`config.mk`:
```
export PLATFORM = sky130hd
export DESIGN_NAME = usbfs_txn_ctrl
export DESIGN_NICKNAME = d
export VERILOG_FILES = /design/src/rtl/usbfs_txn_ctrl_pkg.sv /design/src/rtl/usbfs_turnaround_timer.sv /design/src/rtl/usbfs_txn_ctrl.sv
export SDC_FILE = /design/constraint.sdc
export NUM_CORES = 1
export LEC_CHECK = 0
export CAP_MARGIN = 20
export CORE_MARGIN = 2
export CORE_UTILIZATION = 48
export CTS_CLUSTER_DIAMETER = 100
export DETAILED_ROUTE_END_ITERATION = 6
export PLACE_DENSITY = 0.8
export SYNTH_ARGS = -nofsm -noshare
export SYNTH_HDL_FRONTEND = slang
export SYNTH_SLANG_ARGS = --single-unit
```
`constraint.sdc`:
```
create_clock -name i_clk_48MHz -period 2.5 [get_ports i_clk_48MHz]
set_input_delay 0.5 -clock i_clk_48MHz [delete_from_list [all_inputs] [get_ports i_clk_48MHz]]
set_output_delay 0.5 -clock i_clk_48MHz [all_outputs]
set_load 0.05 [all_outputs]
```
`src/rtl/usbfs_txn_ctrl_pkg.sv`:
```
// Shared USB full-speed constants: PID codes, PID group codes and the
// transaction controller state encoding.
package usbfs_txn_ctrl_pkg;

    localparam logic [3:0] PID_OUT   = 4'b0001;
    localparam logic [3:0] PID_IN    = 4'b1001;
    localparam logic [3:0] PID_SOF   = 4'b0101;
    localparam logic [3:0] PID_SETUP = 4'b1101;
    localparam logic [3:0] PID_DATA0 = 4'b0011;
    localparam logic [3:0] PID_DATA1 = 4'b1011;
    localparam logic [3:0] PID_ACK   = 4'b0010;
    localparam logic [3:0] PID_NAK   = 4'b1010;
    localparam logic [3:0] PID_STALL = 4'b1110;

    localparam logic [1:0] PIDGRP_SPECIAL = 2'b00;
    localparam logic [1:0] PIDGRP_TOKEN   = 2'b01;
    localparam logic [1:0] PIDGRP_HS      = 2'b10;
    localparam logic [1:0] PIDGRP_DATA    = 2'b11;

    localparam logic [2:0] ST_IDLE      = 3'd0;
    localparam logic [2:0] ST_WAIT_DATA = 3'd1;
    localparam logic [2:0] ST_TX_HS     = 3'd2;
    localparam logic [2:0] ST_TX_DATA   = 3'd3;
    localparam logic [2:0] ST_WAIT_ACK  = 3'd4;

    typedef enum logic [2:0] {
        IDLE      = ST_IDLE,
        WAIT_DATA = ST_WAIT_DATA,
        TX_HS     = ST_TX_HS,
        TX_DATA   = ST_TX_DATA,
        WAIT_ACK  = ST_WAIT_ACK
    } txnState_t;

    // Only DATA0/DATA1 are legal on a full-speed device; bit 3 is the toggle.
    function automatic logic isDataPid(input logic [3:0] pid);
        return (pid == PID_DATA0) || (pid == PID_DATA1);
    endfunction

endpackage

```
`src/rtl/usbfs_turnaround_timer.sv`:
```
// Host turnaround timer: down-counter loaded while cleared, flags expiry on
// the TIMEOUT_CYCLES-th enabled cycle after the clear is released.
module usbfs_turnaround_timer #(
    parameter int TIMEOUT_CYCLES = 72
) (
    input  logic i_clk_48MHz,
    input  logic i_rst,
    input  logic clear,
    input  logic enable,
    output logic expired
);
    localparam int W = $clog2(TIMEOUT_CYCLES + 1);
    localparam logic [W-1:0] LOAD = W'(TIMEOUT_CYCLES - 1);

    logic [W-1:0] count;

    always_ff @(posedge i_clk_48MHz or posedge i_rst) begin
        if (i_rst) begin
            count <= LOAD;
        end else if (clear) begin
            count <= LOAD;
        end else if (enable && (count != '0)) begin
            count <= count - W'(1);
        end
    end

    assign expired = enable && (count == '0);

endmodule

```
`src/rtl/usbfs_txn_ctrl.sv`:
```
// USB full-speed device transaction sequencer: token/data/handshake phases,
// per-endpoint data toggles and host turnaround timeouts.
//
// state     | meaning
// IDLE      | waiting for a token addressed to this device
// WAIT_DATA | OUT/SETUP token accepted, waiting for the data packet
// TX_HS     | handshake (ACK/NAK/STALL) being transmitted
// TX_DATA   | IN data packet being transmitted
// WAIT_ACK  | IN data sent, waiting for the host ACK
module usbfs_txn_ctrl
    import usbfs_txn_ctrl_pkg::*;
#(
    parameter int N_EP           = 4,
    parameter int TIMEOUT_CYCLES = 72
) (
    input  logic            i_clk_48MHz,
    input  logic            i_rst,
    input  logic            i_usbReset,
    input  logic [6:0]      i_devAddr,
    input  logic            i_rx_eop,
    input  logic [3:0]      i_rx_pid,
    input  logic [6:0]      i_rx_addr,
    input  logic [3:0]      i_rx_endp,
    input  logic            i_rx_pidOkay,
    input  logic            i_rx_tokenOkay,
    input  logic            i_rx_dataOkay,
    input  logic [N_EP-1:0] i_epStall,
    input  logic [N_EP-1:0] i_inReady,
    input  logic [N_EP-1:0] i_outReady,
    input  logic            i_tx_done,
    output logic            o_tx_start,
    output logic [3:0]      o_tx_pid,
    output logic [3:0]      o_endp,
    output logic            o_outCommit,
    output logic            o_isSetup,
    output logic            o_inConsumed,
    output logic            o_busy
);
    localparam int EP_W = (N_EP > 1) ? $clog2(N_EP) : 1;
    localparam logic [4:0] N_EP_L = 5'(N_EP);

    txnState_t       state, stateNxt;
    logic            curSetup, curSetupNxt;
    logic [3:0]      endpNxt, txPidNxt;
    logic [N_EP-1:0] inToggle, inToggleNxt, outToggle, outToggleNxt;
    logic            txStartNxt, commitNxt, isSetupNxt, consumedNxt;
    logic [EP_W-1:0] tokEp, curEp;
    logic            tokenValid, dataGood, timeout, inWait;

    assign tokEp = i_rx_endp[EP_W-1:0];
    assign curEp = o_endp[EP_W-1:0];
    assign tokenValid = i_rx_eop && i_rx_pidOkay && i_rx_tokenOkay &&
                        (i_rx_addr == i_devAddr) && ({1'b0, i_rx_endp} < N_EP_L);
    assign dataGood = i_rx_eop && i_rx_pidOkay && i_rx_dataOkay && isDataPid(i_rx_pid);
    assign inWait = (state == WAIT_DATA) || (state == WAIT_ACK);
    assign o_busy = (state != IDLE);

    usbfs_turnaround_timer #(.TIMEOUT_CYCLES(TIMEOUT_CYCLES)) u_timer (
        .i_clk_48MHz (i_clk_48MHz),
        .i_rst       (i_rst),
        .clear       (!inWait),
        .enable      (inWait),
        .expired     (timeout)
    );

    always_comb begin
        stateNxt     = state;
        curSetupNxt  = curSetup;
        endpNxt      = o_endp;
        txPidNxt     = o_tx_pid;
        inToggleNxt  = inToggle;
        outToggleNxt = outToggle;
        txStartNxt   = 1'b0;
        commitNxt    = 1'b0;
        isSetupNxt   = 1'b0;
        consumedNxt  = 1'b0;
        case (state)
            IDLE: begin
                if (tokenValid) begin
                    case (i_rx_pid)
                        PID_OUT, PID_SETUP: begin
                            endpNxt     = i_rx_endp;
                            curSetupNxt = (i_rx_pid == PID_SETUP);
                            stateNxt    = WAIT_DATA;
                        end
                        PID_IN: begin
                            endpNxt    = i_rx_endp;
                            txStartNxt = 1'b1;
                            stateNxt   = TX_HS;
                            if (i_epStall[tokEp]) begin
                                txPidNxt = PID_STALL;
                            end else if (i_inReady[tokEp]) begin
                                txPidNxt = inToggle[tokEp] ? PID_DATA1 : PID_DATA0;
                                stateNxt = TX_DATA;
                            end else begin
                                txPidNxt = PID_NAK;
                            end
                        end
                        default: ;
                    endcase
                end
            end
            WAIT_DATA: begin
                // A good data packet in the expiry cycle still wins.
                if (dataGood) begin
                    txStartNxt = 1'b1;
                    stateNxt   = TX_HS;
                    txPidNxt   = PID_ACK;
                    if (curSetup) begin
                        commitNxt           = 1'b1;
                        isSetupNxt          = 1'b1;
                        outToggleNxt[curEp] = 1'b1;
                        inToggleNxt[curEp]  = 1'b1;
                    end else if (i_epStall[curEp]) begin
                        txPidNxt = PID_STALL;
                    end else if (!i_outReady[curEp]) begin
                        txPidNxt = PID_NAK;
                    end else if (i_rx_pid[3] == outToggle[curEp]) begin
                        commitNxt           = 1'b1;
                        outToggleNxt[curEp] = !outToggle[curEp];
                    end
                end else if (i_rx_eop || timeout) begin
                    stateNxt = IDLE;
                end
            end
            TX_HS: begin
                if (i_tx_done) stateNxt = IDLE;
            end
            TX_DATA: begin
                if (i_tx_done) stateNxt = WAIT_ACK;
            end
            WAIT_ACK: begin
                if (i_rx_eop) begin
                    stateNxt = IDLE;
                    if (i_rx_pidOkay && (i_rx_pid == PID_ACK)) begin
                        inToggleNxt[curEp] = !inToggle[curEp];
                        consumedNxt        = 1'b1;
                    end
                end else if (timeout) begin
                    stateNxt = IDLE;
                end
            end
            default: stateNxt = IDLE;
        endcase
    end

    always_ff @(posedge i_clk_48MHz or posedge i_rst) begin
        if (i_rst) begin
            state        <= IDLE;
            curSetup     <= 1'b0;
            o_endp       <= '0;
            o_tx_pid     <= '0;
            inToggle     <= '0;
            outToggle    <= '0;
            o_tx_start   <= 1'b0;
            o_outCommit  <= 1'b0;
            o_isSetup    <= 1'b0;
            o_inConsumed <= 1'b0;
        end else if (i_usbReset) begin
            state        <= IDLE;
            curSetup     <= 1'b0;
            o_endp       <= '0;
            o_tx_pid     <= '0;
            inToggle     <= '0;
            outToggle    <= '0;
            o_tx_start   <= 1'b0;
            o_outCommit  <= 1'b0;
            o_isSetup    <= 1'b0;
            o_inConsumed <= 1'b0;
        end else begin
            state        <= stateNxt;
            curSetup     <= curSetupNxt;
            o_endp       <= endpNxt;
            o_tx_pid     <= txPidNxt;
            inToggle     <= inToggleNxt;
            outToggle    <= outToggleNxt;
            o_tx_start   <= txStartNxt;
            o_outCommit  <= commitNxt;
            o_isSetup    <= isSetupNxt;
            o_inConsumed <= consumedNxt;
        end
    end

    // The transmitter needs at least one cycle after a start request.
    assert property (@(posedge i_clk_48MHz) disable iff (i_rst) !(o_tx_start && i_tx_done));

endmodule

```
==> results.md <==
- # clock sinks: 31
- GRT Resource Usage Total: 0.231
- Remaining global-route overflow: 0
- PortBufs: 54
- Boundary Pins: 55
- Crit-path cells: clkdlybuf4s50_1
- Residual DRC: 0
- CP Launch Point: o_endp[0]
- DRT Pass-1 Iters: 4
- Post-synth EDFFs: 0
- Worst-Skew Late Latency: 0.28 ns
- Chip Width: 67.8 um
- Total chip power: 0.00115 W
- Vias in the first global route: 1713
- FFs w/ async S/R, synth: 1.00
- Final setup violation count: 0
- Largest net degree at the start of global routing: 32
- Family with the most delay on the worst path: buffers and inverters
- Relative slew slack: 0.662
- Placed wire-length estimate: 3710 um
- Clk pin slew, worst setup/hold paths: 0.07 ns
- Yosys cell types: 43
- Maximum clock rate: 448 MHz
- Arrival @ worst endpoint: 1.73 ns
- Hold Path Origin: inToggle[2]
- Hold Path Class: flip-flop to flip-flop
- Setup ws final: 0.266 ns
- GP Congestion: 0.844
- Die height: 67.8 um
- Drt first-iter violations: 79
- Die Area: 4600 um^2
- Layout cell share with drive strength beyond 1: 0.142
- CP Data Required Time: 2.00 ns
- Antenna cells: 0
- Via count: 1823
- Leak: 1.14 nW
- Post-DR wirelength/cell: 14.8 um
- Pins Over Slew Limit: 0
- Buf+Inv Stages, Crit Path: 1
- R2R Path Start: o_endp[0]
- Setup crit end kind: primary output
- Startpoint Class: flip-flop
- Yosys reg bits: 31
- Post-synthesis sequential area ratio: 0.400
- TritonCTS clock tree: yes
- Largest stage delay, worst path: 0.88 ns
- CTS buffer count: 5
- Setup_tns: 0 ns
- Post-Syn Area: 1950 um^2
- Crit path time final: 2.23 ns
- Antenna violations before repair: 0
- Max Root-Sink Buffers: 2
- Starting Density: 0.492
- Synth-to-Final Area Change: 40.1%
- H-tree Lvls: 2
- Worst Max-Slew Pin Slew: 0.506 ns
- Post-Syn Nets: 245
- Slowest CP cell: clkdlybuf4s50_1
- Placed Area: 2620 um^2
- Status: finished, final reports clean
- Ys flop type: dfrtp_1
- Antenna-violating nets left: 0
- Cell row count: 23
- Layout Nets: 311
- Worst Skew: 0.00749 ns
- Pre-CTS WS: 0.0285 ns
- Avg Synthesized Cell Area: 9.72 um^2
- Pwr dens: 419 nW/um^2
- Worst setup path category: flip-flop to primary output
- Fin crit share: 0.893
- Worst VDD drop: 234 uV
- RSZ-0062 raised after global routing: no
- Via/cell ratio: 5.73
- Final hold violations: 0
- Final WL: 4700 um
- MaxCap Viol Count: 0
- Number of setup buffers added after CTS: 0
- WHS: 0.503 ns
- Core area: 3970 um^2
- Post-Synthesis Cells: 201
- CTS root buf: clkbuf_8
- Synth warn: 0
- First-pass GRT wire length: 7750 um
- Design area: 2740 um^2
- Worst Path Max Fanout: 10
==> path summary, 6_finish.rpt <==
kind / slack [ns] / depth (start not counted) / to
setup / recovery: 0.27 / 1 / o_endp[0]
hold / removal: 0.50 / 1 / inToggle[2]
setup reg to reg: 0.34 / 5 / outToggle[2]
hold reg to reg: 0.50 / 1 / inToggle[2]
max in group asynchronous: 1.57 / 3 / u_timer.count[6]
min in group asynchronous: 0.60 / 3 / o_isSetup
==> sequential cells by signal, summed over array words and instances, names as in the netlist <==
register / cells
o_tx_start: 1
inToggle: 4
o_inConsumed: 1
o_endp: 4
curSetup: 1
o_outCommit: 1
state: 3
o_tx_pid: 4
o_isSetup: 1
outToggle: 4
u_timer.count: 7
==> kinds of logic (layout without fill, tap and decap cells) <==
family,count (synthesis),after routing,share of synthesized area
AO/OA/AOI/OAI,45,45,0.158
buffers and inverters,15,82,0.0307
multiplexers,13,13,0.106
flip-flops,31,31,0.400
XOR/XNOR,12,12,0.0538
adder cells (fa/ha/maj),2,2,0.0128
AND/OR/NAND/NOR,83,83,0.240
==> what timing repair did <==
item                                    4_1_cts  5_1_grt
endpoints found under the setup margin        0        1
endpoints found under the hold margin         0        0
resized for setup                             0        1
hold buffers                                  0        0
==> layout by cell type (no fill, tap or decap), types with 8 or more instances in the layout <==
master,n
dfrtp_1,27
inv_1,8
clkdlybuf4s50_1,53
buf_4,12
nor2_1,16
nor2b_1,11
o21ai_0,9
nand2_1,13
a31oi_1,8
a21oi_1,12
==> Yosys cell counts, types with 4 or more instances <==
cell      number  area [um^2]
dfrtp_1       27          676
nor2_1        16         60.1
nand2_1       13         48.8
a21oi_1       12         60.1
nor2b_1       11         68.8
o21ai_0        9         45.0
a31oi_1        8         50.1
inv_1          8         30.0
nand3_1        7         35.0
nor3_1         7         35.0
xor2_1         7         61.3
mux2i_1        6         60.1
mux4_2         6          135
a311oi_1       5         43.8
nor3b_1        5         37.5
xnor2_1        5         43.8
clkbuf_1       4         15.0
dfstp_2        4          105
nand2b_1       4         25.0
==> worst reg2reg max path, stage by stage (launching register included) <==
cell and delay (ns):
dfrtp_1 0.57, mux4_2 0.59, nor2b_1 0.22, nand2_1 0.23
mux2i_1 0.18, a211oi_1 0.27
==> routing by layer <==
layer | up-vias | GRT usage | wire, um
met5 | - | 0 | 0
met4 | 0 | 0.0775 | 102
met3 | 12 | 0.0633 | 314
met2 | 75 | 0.381 | 2310
met1 | 862 | 0.294 | 1980
li1 | 874 | - | -
==> power by group <==
group / total [W] / internal (W) / leakage (nW) / switching, W
Clock: 0.000501 / 0.000322 / 0.0612 / 0.000179
Combinational: 0.000143 / 0.0000864 / 0.659 / 0.0000565
Sequential: 0.000502 / 0.000502 / 0.420 / 0.0000000433
==> cell type report <==
cell class	count	area [um^2]
fillers	323	1230
multi-input cells	155	1110
flip-flops and latches	31	781
repair buffers	66	633
clock buffers	6	82.6
well taps	50	62.6
clock inverters	2	35.0
inverters	8	30.0
==> stage by stage <==
step                std cells  utilization
floorplan                 201            -
global placement          310        0.659
detailed placement        310        0.659
CTS                       318        0.688
global route              318        0.689
finish                    318        0.689
Note: power is estimated with default switching activity, not from simulation.
